File: src/rtl/uart_tx_if.sv
// Host-side handshake bundle for uart_tx_framer.
// With UART_TX_PARITY_INJECT_EN defined, it also carries inject_perr.
interface uart_tx_if #(
  parameter int DATA_W = 8
);
  logic [DATA_W-1:0] tx_data;
  logic [1:0]        parity_type;
  logic              tx_valid;
  logic              tx_ready;
`ifdef UART_TX_PARITY_INJECT_EN
  logic              inject_perr;
`endif

  modport master (
`ifdef UART_TX_PARITY_INJECT_EN
    output inject_perr,
`endif
    output tx_data, parity_type, tx_valid,
    input  tx_ready
  );

  modport slave (
`ifdef UART_TX_PARITY_INJECT_EN
    input  inject_perr,
`endif
    input  tx_data, parity_type, tx_valid,
    output tx_ready
  );
endinterface

File: src/rtl/uart_tx_framer.sv
// UART transmit framer: start, DATA_W data bits LSB first, optional parity, and STOP_BITS stop bits.
// Define UART_TX_PARITY_INJECT_EN to add inject_perr, which inverts the transmitted parity bit.
module uart_tx_framer #(
  parameter int DATA_W       = 8,
  parameter int CLKS_PER_BIT = 16,
  parameter int STOP_BITS    = 1
) (
  input  logic       clk,
  input  logic       rst,
  uart_tx_if.slave   bus,
  output logic       tx,
  output logic       tx_busy,
  output logic       tx_done,
  output logic       parity_out
);
  localparam int CW   = (CLKS_PER_BIT > 1) ? $clog2(CLKS_PER_BIT) : 1;
  localparam int BW   = $clog2(DATA_W);
  localparam int SLEN = STOP_BITS * CLKS_PER_BIT;
  localparam int SW   = (SLEN > 1) ? $clog2(SLEN) : 1;

  typedef enum logic [2:0] {IDLE, START, DATA, PARITY, STOP} state_t;

  state_t            state;
  logic [CW-1:0]     clk_cnt;
  logic [BW-1:0]     bit_idx;
  logic [SW-1:0]     stop_cnt;
  logic [DATA_W-1:0] shreg;
  logic              has_par;
  logic              ready_q;
  logic              inj_q;
  logic              bit_end;
  logic              accept;

  assign bus.tx_ready = ready_q;
  assign bit_end      = (clk_cnt == CW'(CLKS_PER_BIT - 1));
  assign accept       = (state == IDLE) && ready_q && bus.tx_valid;

  // Odd parity is also what mode 11 reports, even though it is not framed.
  function automatic logic calc_par(input logic [DATA_W-1:0] d, input logic [1:0] m);
    case (m)
      2'b00:   return 1'b0;
      2'b10:   return ^d;
      default: return ~^d;
    endcase
  endfunction

`ifdef UART_TX_PARITY_INJECT_EN
  always_ff @(posedge clk) begin
    if (rst)         inj_q <= 1'b0;
    else if (accept) inj_q <= bus.inject_perr;
  end
`else
  assign inj_q = 1'b0;
`endif

  always_ff @(posedge clk) begin
    if (rst) begin
      state      <= IDLE;
      clk_cnt    <= '0;
      bit_idx    <= '0;
      stop_cnt   <= '0;
      shreg      <= '0;
      has_par    <= 1'b0;
      tx         <= 1'b1;
      tx_busy    <= 1'b0;
      tx_done    <= 1'b0;
      ready_q    <= 1'b1;
      parity_out <= 1'b0;
    end else begin
      tx_done <= 1'b0;
      case (state)
        IDLE: begin
          tx <= 1'b1;
          if (accept) begin
            shreg      <= bus.tx_data;
            has_par    <= (bus.parity_type == 2'b01) || (bus.parity_type == 2'b10);
            parity_out <= calc_par(bus.tx_data, bus.parity_type);
            clk_cnt    <= '0;
            tx         <= 1'b0;
            tx_busy    <= 1'b1;
            ready_q    <= 1'b0;
            state      <= START;
          end
        end
        START: begin
          if (bit_end) begin
            clk_cnt <= '0;
            bit_idx <= '0;
            tx      <= shreg[0];
            state   <= DATA;
          end else begin
            clk_cnt <= clk_cnt + 1'b1;
          end
        end
        DATA: begin
          if (bit_end) begin
            clk_cnt <= '0;
            if (bit_idx == BW'(DATA_W - 1)) begin
              if (has_par) begin
                tx    <= parity_out ^ inj_q;
                state <= PARITY;
              end else begin
                tx       <= 1'b1;
                stop_cnt <= SW'(SLEN - 1);
                tx_done  <= (SLEN == 1);
                state    <= STOP;
              end
            end else begin
              bit_idx <= bit_idx + 1'b1;
              shreg   <= shreg >> 1;
              tx      <= shreg[1];
            end
          end else begin
            clk_cnt <= clk_cnt + 1'b1;
          end
        end
        PARITY: begin
          if (bit_end) begin
            clk_cnt  <= '0;
            tx       <= 1'b1;
            stop_cnt <= SW'(SLEN - 1);
            tx_done  <= (SLEN == 1);
            state    <= STOP;
          end else begin
            clk_cnt <= clk_cnt + 1'b1;
          end
        end
        STOP: begin
          // stop_cnt counts down the whole stop period so tx_done lands on its last cycle.
          if (stop_cnt == '0) begin
            tx_busy <= 1'b0;
            ready_q <= 1'b1;
            state   <= IDLE;
          end else begin
            stop_cnt <= stop_cnt - 1'b1;
            tx_done  <= (stop_cnt == SW'(1));
          end
        end
        default: state <= IDLE;
      endcase
    end
  end
endmodule

File: src/flat_wrapper.sv
// flat-port wrapper written by rule: the top's interface ports become plain ports
module uart_tx_framer_flat 
#(
  parameter int DATA_W       = 8,
  parameter int CLKS_PER_BIT = 16,
  parameter int STOP_BITS    = 1
)
  (clk, rst, tx, tx_busy, tx_done, parity_out, bus_tx_data, bus_parity_type, bus_tx_valid, bus_tx_ready);
  uart_tx_if #(.DATA_W(DATA_W)) bus_i ();
  input  logic clk;
  input  logic rst;
  output logic tx;
  output logic tx_busy;
  output logic tx_done;
  output logic parity_out;
  input wire logic [$bits(bus_i.tx_data)-1:0] bus_tx_data;
  input wire logic [$bits(bus_i.parity_type)-1:0] bus_parity_type;
  input wire logic [$bits(bus_i.tx_valid)-1:0] bus_tx_valid;
  output wire logic [$bits(bus_i.tx_ready)-1:0] bus_tx_ready;
  assign bus_i.tx_data = bus_tx_data;
  assign bus_i.parity_type = bus_parity_type;
  assign bus_i.tx_valid = bus_tx_valid;
  assign bus_tx_ready = bus_i.tx_ready;
  uart_tx_framer #(.DATA_W(DATA_W), .CLKS_PER_BIT(CLKS_PER_BIT), .STOP_BITS(STOP_BITS)) u_core (.clk(clk), .rst(rst), .bus(bus_i), .tx(tx), .tx_busy(tx_busy), .tx_done(tx_done), .parity_out(parity_out));
endmodule
File: config.mk
export PLATFORM = sky130hd
export DESIGN_NAME = uart_tx_framer_flat
export DESIGN_NICKNAME = d
export VERILOG_FILES = /design/src/rtl/uart_tx_if.sv /design/src/rtl/uart_tx_framer.sv /design/src/flat_wrapper.sv
export SDC_FILE = /design/constraint.sdc
export NUM_CORES = 1
export LEC_CHECK = 0
export BUFFER_PORTS_ARGS = -buffer_cell sky130_fd_sc_hd__clkbuf_2
export CAP_MARGIN = 25
export CORE_ASPECT_RATIO = 2
export CORE_MARGIN = 2
export CORE_UTILIZATION = 50
export CTS_BUF_LIST = sky130_fd_sc_hd__clkbuf_8
export CTS_CLUSTER_DIAMETER = 80
export CTS_CLUSTER_SIZE = 25
export DETAILED_ROUTE_END_ITERATION = 16
export GPL_TIMING_DRIVEN = 0
export PLACE_DENSITY = 0.81
export SLEW_MARGIN = 20
export SYNTH_ARGS = -nofsm -noshare
export SYNTH_HDL_FRONTEND = slang
export SYNTH_SLANG_ARGS = --single-unit
File: constraint.sdc
create_clock -name clk -period 2.8 [get_ports clk]
set_clock_uncertainty 0.05 [all_clocks]
set_input_delay 0.28 -clock clk [delete_from_list [all_inputs] [get_ports clk]]
set_output_delay 0.28 -clock clk [all_outputs]
set_load 0.01 [all_outputs]
Word-level counts from Yosys, hierarchy flattened
Cells that the tools add are included.
W data, S select, Z words.
Storage, ports and cells
  memories: 0
  latch bits: 0
  register bits: 28
  RAM bits: 0
  input bits: 13
  logic and storage cells: 96
  memory bits (read-only): 0
Cells by class
  muxes and demuxes: 39
  shift-type cells: 0
  reductions and logical operators: 24
  divide/modulo/power cells: 0
  $add $sub $neg: 3
  bitwise logic cells: 1
  multipliers: 0
  eq/ne operators: 18
  $lt $le $gt $ge: 0
Operator list (number)
  $mux W3: 10
  $mux W4: 7
  $mux W8: 3
  $pmux W8 S2: 1
  $pmux W3 S5: 1
  $ne A2 B1 Y1 const B: 6
  $pmux W4 S3: 1
  $reduce_and A4 Y1: 3
  $reduce_and A6 Y1: 2
  $mux W1: 10
  $pmux W4 S2: 1
  $reduce_bool A2 Y1: 4
  $reduce_xnor A8 Y1: 1
  $reduce_xor A8 Y1: 1
  $eq A3 B2 Y1 const B: 2
  $eq A3 B3 Y1 const B: 2
  $ne A2 B2 Y1 const B: 3
  $pmux W1 S2: 3
  $pmux W3 S2: 1
  $reduce_or A3 Y1: 2
  $add A4 B1 Y4 const B: 1
  $eq A4 B1 Y1 const B: 1
  $eq A4 B4 Y1 const B: 1
  $logic_not A4 Y1: 1
  other kinds (15): 17

Longest topological paths before layout
  depth in word-level cells: 5
  mapped depth: 8
  mapped depth without buffers: 7

Least setup slack after synthesis
Ideal clock, no wire load.
  path kind: reg2reg
  start point: register u_core.bit_idx[0]
  end point: register u_core.stop_cnt[2]
  stages on the path, launching flop included: 8
  path buffers: 0
  period minus slack after synthesis: 1.850 ns
  path slack: 0.950 ns
  arrival time: 1.709 ns
  cell sequence: dfxtp_1 ha_1 ha_1 nor2b_1 o21ai_0 o32ai_1 a21oi_1 a311oi_1
On the way
  longest elaborated chain between the ends: 3
Ends and longest elaborated chain
  start: declaration: RTL line uart_tx_framer.sv:25  | logic [BW-1:0] bit_idx;
  start signal: assignment: RTL line uart_tx_framer.sv:109  | bit_idx <= bit_idx + 1'b1;
  $eq A3 B3 Y1: RTL line uart_tx_framer.sv:98  | if (bit_idx == BW'(DATA_W - 1)) begin
  $ne A2 B1 Y1 (no line)
  $reduce_and A6 Y1 (no line)
  end signal: assignment: RTL line uart_tx_framer.sv:104  | stop_cnt <= SW'(SLEN - 1);
  end signal: assignment: RTL line uart_tx_framer.sv:121  | stop_cnt <= SW'(SLEN - 1);
  end signal: assignment: RTL line uart_tx_framer.sv:135  | stop_cnt <= stop_cnt - 1'b1;
  end: declaration: RTL line uart_tx_framer.sv:26  | logic [SW-1:0] stop_cnt;
No other way between the ends.
A chain may end at the register's enable or synchronous reset.

Worst setup path after layout
Ends and elaborated chain as after synthesis.

==> out/results.md <==
| Step | Result | This run |
| --- | --- | --- |
| status | Outcome | finished clean |
| layout | Number of filler cells placed in the layout | 269 |
| power and ir drop | Switch share | 39.3% |
| setup path | R2R Path End | u_core.stop_cnt[2]$_SDFFE_PP0P_ |
| clock tree | CTS max path bufs | 2 |
| yosys | Simple-Gate Fraction of Synth Area | 26.7% |
| setup path | Count of buffer and inverter cells on the critical path | 0 |
| setup path | Cell depth of the worst flop-to-flop path | 7 |
| detailed routing | Number of remaining DRC errors | 0 |
| power and ir drop | Internal portion of total power | 0.933 mW |
| detailed routing | Vias after detailed routing | 1343 |
| setup path | Type of element launching the critical path | register |
| yosys | Largest area contributor in the netlist | dfxtp_1 |
| yosys | Count of cell types in the netlist | 43 |
| timing | Relative slew slack | 49.5% |
| timing | Final worst-path setup slack | 0.512 ns |
| setup path | Instance count on the critical path | 7 |
| yosys | Cell types occupying the most area after synthesis | dfxtp_1 36%, nand2_1 6.2%, ha_1 5.6%, nor2_1 4.8%, xnor2_1 3.9% |
| layout | Final non-filler cell total | 231 |
| yosys | Dominant register cell in the synthesized netlist | dfxtp_1 |
| clock tree | Clock transition at the register clock pins on the worst setup and hold paths after CTS | 0.09 ns |
| detailed routing | Detailed router's first-iteration violation count | 24 |
| yosys | Fraction of post-synthesis cell area in the top cell type by area | 35.9% |
| setup path | Slowest stage cell on the critical path | o32ai_1 |
| placed design | Routability congestion estimate from global placement | 0.819 |
| setup path | CP max stage delay | 0.64 ns |
| clock tree | Number of CTS-inserted buffers | 3 |
| die | Die boundary height | 83.1 um |
| setup path | Crit path cell chain | ha_1 -> ha_1 -> nor2b_1 -> o21ai_0 -> o32ai_1 -> a21oi_1 -> a311oi_1 |
| setup path | Req. time, crit path | 2.94 ns |
| power and ir drop | Static Leakage | 0.682 nW |
| yosys | Post-synthesis adder-cell area fraction | 5.60% |
| min path | Hold EP | u_core.shreg[4]$_SDFFE_PP0P_ |
| layout | Final nets | 223 |
| timing | Pin slew with the least headroom to its limit | 0.755 ns |
| detailed routing | Routed met3 length | 88 um |
| clock tree | Number of levels the H-tree was split into | 1 |
| layout | Synthesis-to-finish area growth | 10.2% |
| power and ir drop | Total power divided by cell area | 892 nW/um^2 |
| setup path | Maximum fanout encountered on the critical timing path | 5 |
| min path | Startpoint of the most critical hold path | bus_tx_data[4] |
| global route | GRT Residual Overflow | 0 |
| global route | Maximum number of pins on one net before global-route repair | 15 |
| detailed routing | Top layer used by detailed routing | met4 |
| placed design | Count of port buffers added during placement | 16 |
| timing | Final setup viols | 0 |
| global route | Via count of the first global-routing pass | 1254 |
| die | Count of pins on the block boundary | 18 |
| timing | Period utilisation layout | 81.7% |
| power and ir drop | Total power | 1.54 mW |
| setup path | Setup slack of the worst register-to-register path | 0.51 ns |
| global route | Antenna violations before repair | 0 |
| die | Starting density of the core | 52.5% |
| yosys | Number of enable flip-flop cells after synthesis | 0 |
| power and ir drop | Clock network fraction of total power | 14.3% |
| layout | Diodes inserted | 0 |
| layout | Commonest non-fill, non-tap cell in the layout | dfxtp_1 |
| yosys | Gate count of the mapped netlist | 182 |
| yosys | Async SR Flop Fraction | 0% |
| placed design | Hpwl dp | 2510 um |
| timing | Maximum achievable frequency | 437 MHz |
| detailed routing | WL per Instance | 13.9 um |
| detailed routing | Residual antenna-violating net count after detailed routing | 0 |
| die | Horizontal die dimension | 43.5 um |
| die | Core area | 2980 um^2 |
| yosys | Compound-gate portion of the synthesized area | 20.5% |
| min path | Number of cells on the worst hold path | 3 |
| clock tree | Hold-fix buffers, CTS | 0 |
| power and ir drop | Share of total power in sequential cells | 35.7% |
| timing | Final Hold Viols | 0 |
| yosys | Post-Synthesis Mean Instance Area | 8.59 um^2 |
| timing | Unrepaired setup endpoints after global routing | no |
| layout | Most frequent cells in the layout | 28 x dfxtp_1, 26 x nand2_1, 20 x nor2_1 |
| detailed routing | Vias per cell | 5.81 |
| detailed routing | Count of TritonRoute iterations in the first routing pass | 5 |
| setup path | Most prevalent standard cell on the critical path | ha_1 |
| timing | Number of max-slew violations in the final report | 0 |
| clock tree | Clock net sink count | 28 |
| layout | Utilization after layout | 57.8% |
| yosys | Total of flip-flops plus latches after synthesis | 28 |
| setup path | Arr. time, crit path | 2.43 ns |
| die | Overall die area | 3620 um^2 |
| layout | Fraction of final layout cells sized beyond drive strength 1 | 16.4% |
| yosys | Syn Std Cell Area | 1560 um^2 |
| yosys | Number of warning messages in the yosys log | 0 |
| timing | Setup TNS | 0 ns |
| power and ir drop | IR drop worst, VDD | 599 uV |
| placed design | Worst Setup Slack post-DPL | 0.585 ns |
| yosys | Multiplexer fraction of the synthesized cell area | 1.28% |
| clock tree | CTS tree | built |
| clock tree | Buffer type at the clock tree root | clkbuf_8 |
| clock tree | Skew-Pair Late Insertion Delay | 0.27 ns |
| power and ir drop | Switching power of the nets | 0.603 mW |
| min path | Hold Path Class | input port to register |
| setup path | Family with the most delay on the worst path | compound AO/OA/AOI/OAI gates |
| global route | Global-route usage over all layers | 18.7% |
| yosys | Fraction of the yosys area taken by sequential cells | 35.9% |
| yosys | Synthesized net count | 202 |
| setup path | Classification of the worst setup path | register to register |
| setup path | CP endpoint kind | register |
| timing | Min Tclk post-route | 2.29 ns |
| global route | First-pass GRT wire length | 5290 um |
| clock tree | Post-CTS Setup Inserts | 0 |
| placed design | Count of placed standard cells including taps | 228 |
| detailed routing | Total routed wirelength | 3210 um |
| flow run | Number of max-capacitance violations reported | 0 |
| detailed routing | Length of routed met2 wiring | 1780 um |
| power and ir drop | Part of the power in combinational logic | 50.0% |
| yosys | Synth Area in XOR/XNOR | 4.48% |
| die | Std-Cell Rows | 28 |
| yosys | Combinational family with the most area after synthesis | simple AND/OR/NAND/NOR gates |
| detailed routing | Metal-1 WL | 1210 um |
| clock tree | Post-CTS Resized | 0 |
| setup path | Reg-to-reg critical path startpoint | u_core.bit_idx[0]$_SDFFE_PP0P_ |
==> kinds of logic after synthesis <==
kind of cell,count (synthesis)
simple gates,80
flops,28
fa+ha+maj,7
buf+inv,16
xor+xnor,8
mux,2
compound gates,41
==> cell type report <==
cell class / instances / area, um^2 / share of cell area, %
Buffer: 10 / 65.1 / 3.78
Clock buffer: 3 / 41.3 / 2.40
Inverter: 6 / 22.5 / 1.31
Multi-Input combinational cell: 138 / 915 / 53.1
Sequential cell: 28 / 561 / 32.6
Tap cell: 30 / 37.5 / 2.18
Timing Repair Buffer: 16 / 80.1 / 4.65
==> power by group through the flow <==
stage	clock [mW]	combinational, mW	sequential (mW)
finish	0.219	0.768	0.549
global route	0.234	0.844	0.562
CTS	0.222	0.776	0.549
detailed placement	0	0.773	0.559
global placement	0	0.752	0.556
floorplan	0	0.615	0.555
==> flip-flops by register name, indices dropped and copies added, names as in the netlist <==
register / flops
u_core.shreg: 8
u_core.clk_cnt: 4
u_core.stop_cnt: 4
u_core.bit_idx: 3
u_core.state: 3
u_core.bus.tx_ready: 1
u_core.has_par: 1
u_core.parity_out: 1
u_core.tx: 1
u_core.tx_busy: 1
u_core.tx_done: 1
==> how the worst max path moves through the flow <==
stage,start,end,slack (ns)
3_3_place_gp,u_core.bit_idx[0]$_SDFFE_PP0P_,u_core.stop_cnt[2]$_SDFFE_PP0P_,0.62
6_report,u_core.bit_idx[0]$_SDFFE_PP0P_,u_core.stop_cnt[2]$_SDFFE_PP0P_,0.51
4_1_cts,u_core.bit_idx[0]$_SDFFE_PP0P_,u_core.stop_cnt[2]$_SDFFE_PP0P_,0.55
2_1_floorplan,u_core.bit_idx[0]$_SDFFE_PP0P_,u_core.stop_cnt[2]$_SDFFE_PP0P_,0.95
3_5_place_dp,u_core.bit_idx[0]$_SDFFE_PP0P_,u_core.stop_cnt[3]$_SDFFE_PP0P_,0.59
5_1_grt,u_core.bit_idx[0]$_SDFFE_PP0P_,u_core.stop_cnt[3]$_SDFFE_PP0P_,0.33
==> worst register-to-register path, stage by stage, from the launching register on <==
cell	delay (ns)
dfxtp_1	0.36
ha_1	0.16
ha_1	0.36
nor2b_1	0.17
o21ai_0	0.07
o32ai_1	0.64
a21oi_1	0.13
a311oi_1	0.26
==> through the flow <==
step | hold slack, ns | area [um^2]
after detailed placement | 0.407 | 1680
final | 0.222 | 1720
after global placement | 0.394 | 1680
after global routing | 0.248 | 1720
after CTS | 0.220 | 1720
after floorplan | 0.392 | 1560
==> Yosys cell counts, types with 2 or more instances <==
cell and instances:
nand3b_1 2, ha_1 7, nand2_1 26, a311oi_2 3
buf_6 3, a21oi_1 12, clkbuf_1 4, a31oi_1 4
a211oi_1 3, inv_1 6, nor3_1 4, xnor2_1 7
o21ai_0 4, a311oi_1 6, or3_1 2, nand2b_1 7
dfxtp_1 28, nor2b_1 6, nor2_1 20, mux2i_1 2
nand3_1 4
==> per-layer routing <==
layer	up-vias	track usage, %
met3	11	1.96
li1	677	-
met4	0	9.37
met5	-	0
met2	32	33.9
met1	623	19.9
No activity file was read; power rests on OpenSTA's default activity.
